==> src/rtl/grasspopper_out_serializer.sv <==
// -----------------------------------------------------------------------------
// grasspopper_out_serializer
//
// Purpose:
//   Captures 128-bit ciphertext blocks from the grasspopper encoder pipeline
//   (which has no backpressure), buffers them in a small block FIFO and emits
//   each block as 16 bytes, MSB byte first, on a valid/ready byte stream.
//   A block that arrives while the FIFO is full and nothing is leaving it is
//   dropped, and a sticky overflow flag is raised.
//
// Ports:
//   clk            clock
//   rst            synchronous active-high reset
//   block_i        128-bit ciphertext block (encoder data_o)
//   block_valid_i  block strobe (encoder valid_o)
//   byte_o         current output byte (0 when no byte is offered)
//   byte_valid_o   byte_o holds a valid byte
//   byte_ready_i   sink accepts byte_o this cycle
//   fill_o         blocks held in the FIFO (block in the shift register excluded)
//   overflow_o     sticky: a block was dropped because the FIFO was full
//   idle_o         FIFO empty and serializer idle
//   byte_last_o    (only with GP_SERIALIZER_LAST_EN) marks the 16th byte of a block
//
// Configuration:
//   GP_SERIALIZER_LAST_EN  when defined, adds the byte_last_o output.
// -----------------------------------------------------------------------------
module grasspopper_out_serializer #(
    parameter  int DEPTH  = 4,
    localparam int ADDR_W = $clog2(DEPTH)
) (
    input  logic              clk,
    input  logic              rst,
    input  logic [127:0]      block_i,
    input  logic              block_valid_i,
    output logic [7:0]        byte_o,
    output logic              byte_valid_o,
    input  logic              byte_ready_i,
    output logic [ADDR_W:0]   fill_o,
    output logic              overflow_o,
    output logic              idle_o
`ifdef GP_SERIALIZER_LAST_EN
    ,
    output logic              byte_last_o
`endif
);

    typedef enum logic {
        IDLE  = 1'b0,
        SHIFT = 1'b1
    } state_t;

    state_t            state_q;
    state_t            state_d;

    logic [127:0]      mem [DEPTH];
    logic [ADDR_W:0]   wr_ptr;
    logic [ADDR_W:0]   rd_ptr;
    logic [127:0]      shreg;
    logic [3:0]        cnt;
    logic              ovf;

    logic              empty;
    logic              full;
    logic              accept;
    logic              pop;
    logic              shift;
    logic              push;

    // Pointers carry one extra MSB so that equal addresses can be told apart
    // as empty (MSBs equal) or full (MSBs differ).
    assign empty  = (wr_ptr == rd_ptr);
    assign full   = (wr_ptr[ADDR_W] != rd_ptr[ADDR_W]) &&
                    (wr_ptr[ADDR_W-1:0] == rd_ptr[ADDR_W-1:0]);

    assign accept = byte_valid_o && byte_ready_i;

    // ---------------- next-state / control ----------------
    always_comb begin
        state_d = state_q;
        pop     = 1'b0;
        shift   = 1'b0;
        case (state_q)
            IDLE: begin
                if (!empty) begin
                    pop     = 1'b1;
                    state_d = SHIFT;
                end
            end
            SHIFT: begin
                if (accept) begin
                    if (cnt != 4'd15) begin
                        shift = 1'b1;
                    end else if (!empty) begin
                        // Chain straight into the next block: no idle bubble.
                        pop = 1'b1;
                    end else begin
                        state_d = IDLE;
                    end
                end
            end
            default: state_d = IDLE;
        endcase
    end

    // A full FIFO still accepts a block when the head leaves in the same cycle;
    // the write slot is then the one being vacated.
    assign push = block_valid_i && (!full || pop);

    // ---------------- state, pointers, counter, shift register ----------------
    always_ff @(posedge clk) begin
        if (rst) begin
            state_q <= IDLE;
            wr_ptr  <= '0;
            rd_ptr  <= '0;
            cnt     <= 4'd0;
            shreg   <= '0;
            ovf     <= 1'b0;
        end else begin
            state_q <= state_d;
            if (push) begin
                wr_ptr <= wr_ptr + 1'b1;
            end
            if (block_valid_i && !push) begin
                ovf <= 1'b1;
            end
            if (pop) begin
                rd_ptr <= rd_ptr + 1'b1;
                shreg  <= mem[rd_ptr[ADDR_W-1:0]];
                cnt    <= 4'd0;
            end else if (shift) begin
                shreg  <= {shreg[119:0], 8'h00};
                cnt    <= cnt + 4'd1;
            end
        end
    end

    // ---------------- block storage (data only, no reset) ----------------
    always_ff @(posedge clk) begin
        if (push) begin
            mem[wr_ptr[ADDR_W-1:0]] <= block_i;
        end
    end

    // ---------------- outputs ----------------
    assign byte_valid_o = (state_q == SHIFT);
    assign byte_o       = byte_valid_o ? shreg[127:120] : 8'h00;
    assign fill_o       = wr_ptr - rd_ptr;
    assign overflow_o   = ovf;
    assign idle_o       = empty && (state_q == IDLE);

`ifdef GP_SERIALIZER_LAST_EN
    assign byte_last_o  = (state_q == SHIFT) && (cnt == 4'd15);
`endif

endmodule
==> config.mk <==
export PLATFORM = sky130hd
export DESIGN_NAME = grasspopper_out_serializer
export DESIGN_NICKNAME = d
export VERILOG_FILES = /design/src/rtl/grasspopper_out_serializer.sv
export SDC_FILE = /design/constraint.sdc
export NUM_CORES = 1
export LEC_CHECK = 0
export CORE_UTILIZATION = 51
export CTS_BUF_LIST = sky130_fd_sc_hd__clkbuf_16
export DETAILED_ROUTE_END_ITERATION = 7
export GPL_ROUTABILITY_DRIVEN = 0
export PLACE_DENSITY = 0.7
export SYNTH_ARGS = -nofsm -noshare
export SYNTH_HDL_FRONTEND = slang
export SYNTH_SLANG_ARGS = --single-unit
==> constraint.sdc <==
create_clock -name clk -period 22.9 [get_ports clk]
set_input_delay 4.58 -clock clk [delete_from_list [all_inputs] [get_ports clk]]
set_output_delay 4.58 -clock clk [all_outputs]
set_load 0.01 [all_outputs]
==> flow_summary_export.csv <==
group,metric,value,unit
clocking,post_cts_buffers,0,
clocking,cts_root_buffer,"clkbuf_16",
final_layout,fin_nets,1722,
pwr,power_density,116.1,nW/um2
route,dr_wl_met3,3083,um
critical_path,required,23.10,ns
route,drc,0,
clocking,ctsHoldBuffers,0,
synthesis,synth_area_per_cell,16.92,um2
clocking,cts_resized,0,
final_layout,area_growth,16.44,%
pwr,p_comb_share,21.9,%
global_routing,grt_pass1_vias,13850,
timing,setup-violations-final,0,
pwr,p_seq_share,47.4,%
route,wl_met2,25390,um
placement,port_buffers,145,
timing,grt_setup_unrepaired,"no",
synthesis,syn-cell-area,24560,um2
pwr,max-vdd-ir-drop,0.07589,mV
global_routing,grt_max_degree,95,
placement,dp_hpwl,28130,um
synthesis,synth_fp_nets,1592,
pwr,p_total,3.321,mW
clocking,cts_tree,"done",
floorplan,rows,80,
synthesis,ys.flop_type,"edfxtp_1",
synthesis,ys_ff_latch,654,
timing,fin_tns_setup,0,ns
floorplan,io_pins,146,
global_routing,grt-ovfl-total,0,
critical_path,critPathKind,"input port to flip-flop",
final_layout,drive_gt1_share,14.62,%
synthesis,synthDistinctLibCells,34,
route,totalWireLength,50830,um
synthesis,synthArstFlopShare,0,%
synthesis,yosysMostFrequentCell,"edfxtp_1",
route,antenna_left,0,
synthesis,synth_top_cell_by_area,"edfxtp_1",
route,viasPerCell,5.872,
route,wirelength_met1,21430,um
pwr,switchingPower,0.9467,mW
timing,tightest_slew,1.152,ns
critical_path,cpMostUsedCell,"buf_4",
clocking,cts_max_path_buffers,3,
global_routing,grt_pass1_wl,79770,um
synthesis,synth_area_leaders,"edfxtp_1, mux4_2, dfxtp_1",
critical_path,critPathArrivalTime,8.16,ns
timing,fmax,0.1257,GHz
clocking,ctsHtreeMaxLevel,3,
synthesis,synthTopCellsByCount,"edfxtp_1, nand2_1, dfxtp_1, mux4_2, nor2_1",
min_path,worstHoldPathType,"flip-flop to flip-flop",
pwr,intPower,2.374,mW
timing,period_needed,7.954,ns
route,drt_first_iter_violations,883,
critical_path,cp_max_fo,51,
timing,fin_crit_sh,34.73,%
synthesis,yosysSeqAreaShare,74.18,%
floorplan,die_h,221.4,um
clocking,clock_sinks,654,
floorplan,die_area,49030,um2
timing,fin_skew,0.01863,ns
synthesis,synth_top_area_share,62.61,%
route,wire_per_inst,22.58,um
route,dr.max_layer_used,"met4",
synthesis,synth_cells,1451,
floorplan,initial_core_util,51.54,%
clocking,cts_buffers,67,
global_routing,track_usage,21.34,%
timing,maxSlewViolCount,0,
floorplan,die_w,221.4,um
critical_path,crit_path_end_kind,"flip-flop",
pwr,p_sw_share,28.51,%
route,num_vias,13220,
synthesis,synth_edf_count,512,
route,dr.pass1.iters,5,
critical_path,worstPathCellList,"clkdlybuf4s50_1 -> nand4_1 -> a41oi_1 -> and2_4 -> buf_4 -> buf_4",
critical_path,slowest_stage,"buf_4",
critical_path,slowest_delay,0.75,ns
clocking,clkTransAtPathRegs,0.06,ns
timing,final_hold_viol_count,0,
floorplan,core-area,47650,um2
pwr,p_leak,9.135,nW
clocking,clock_latency,0.59,ns
synthesis,yosysWarnings,0,
global_routing,grt_antenna_before_repair,1,
timing,maxSlewHeadroom,23.19,%
critical_path,crit_path_start_kind,"input port",
job,maxCapViolations,0,
run_status,status,"finished clean",
pwr,p_clk_share,30.8,%
-- kinds of logic (layout without fill, tap and decap cells) --
logic type / Yosys count / after routing / share of synthesized area, %
adder cells (fa/ha/maj): 9 / 9 / 0.4891
XOR/XNOR: 7 / 7 / 0.2802
buffers and inverters: 108 / 292 / 1.941
AND/OR/NAND/NOR: 395 / 395 / 6.359
other: 0 / 1 / 0
multiplexers: 130 / 130 / 11.82
flip-flops: 654 / 654 / 74.18
AO/OA/AOI/OAI: 148 / 148 / 4.927
-- critical path, delay by kind of cell --
| family | cells | cell delay, ns |
|---|---|---|
| AOI/OAI and AO/OA | 1 | 0.61 |
| buffers and inverters | 3 | 1.91 |
| and+or+nand+nor | 2 | 0.99 |
-- flip-flops by register name, indices dropped and copies added (netlist names), named ones only --
name / cells
mem: 512
shreg: 128
cnt: 4
rd_ptr: 3
wr_ptr: 3
byte_valid_o: 1
overflow_o: 1
-- final timing paths --
kind	start	end	slack, ns	cells after the start
hold reg to reg	shreg[3]	shreg[3]	0.47	2
setup reg to reg	wr_ptr[0]	mem[2][49]	18.86	7
setup / recovery	byte_ready_i	mem[2][49]	14.95	6
hold / removal	shreg[3]	shreg[3]	0.47	2
-- cells in the final DEF, fill, tap and decap left out, types with 10 or more instances in the layout --
cell / netlist / layout
clkinv_1: 0 / 19
dfxtp_1: 142 / 140
a311oi_1: 110 / 110
edfxtp_1: 512 / 512
mux4_2: 128 / 128
a22oi_1: 10 / 10
nor2_1: 118 / 117
nand3_1: 19 / 19
a21oi_1: 21 / 21
clkbuf_16: 0 / 73
buf_4: 3 / 18
clkdlybuf4s50_1: 0 / 144
nand2_1: 234 / 234
inv_1: 7 / 29
-- cell type report --
cell class	count	area, um2
Clock inverter	50	256.5
Fill cell	3470	19050
Multi-Input combinational cell	689	5912
Antenna cell	1	2.502
Inverter	7	26.28
Timing Repair Buffer	162	1577
Sequential cell	654	18230
Clock buffer	73	1827
Tap cell	615	769.5
-- metal layers --
metal / up-vias / GRT usage (%)
met5: - / 0
met4: 0 / 6.564
met3: 67 / 4.169
met2: 401 / 35.69
met1: 6825 / 28.47
li1: 5924 / -
-- stage by stage --
stage / cell area (um2) / hold WS, ns / util [%] / cells / setup slack [ns]
floorplan: 24560 / 0.4392 / - / 1451 / 10.43
global placement: 26510 / 0.4546 / 55.64 / 2127 / 14.33
detailed placement: 26510 / 0.4581 / 55.64 / 2127 / 14.30
CTS: 28590 / 0.4656 / 60.01 / 2250 / 14.90
global route: 28590 / 0.4890 / 60.02 / 2251 / 14.70
finish: 28590 / 0.4667 / 60.02 / 2251 / 14.95
-- power groups by stage --
| stage | clock network [mW] | logic [mW] | registers, mW |
|---|---|---|---|
| final | 1.02 | 0.726 | 1.57 |
| after global routing | 1.09 | 0.798 | 1.59 |
| after CTS | 1.04 | 0.736 | 1.58 |
| after detailed placement | 0 | 0.732 | 1.60 |
| after global placement | 0 | 0.716 | 1.60 |
| after floorplan | 0 | 0.585 | 1.52 |
No activity file was read; power rests on OpenSTA's default activity.
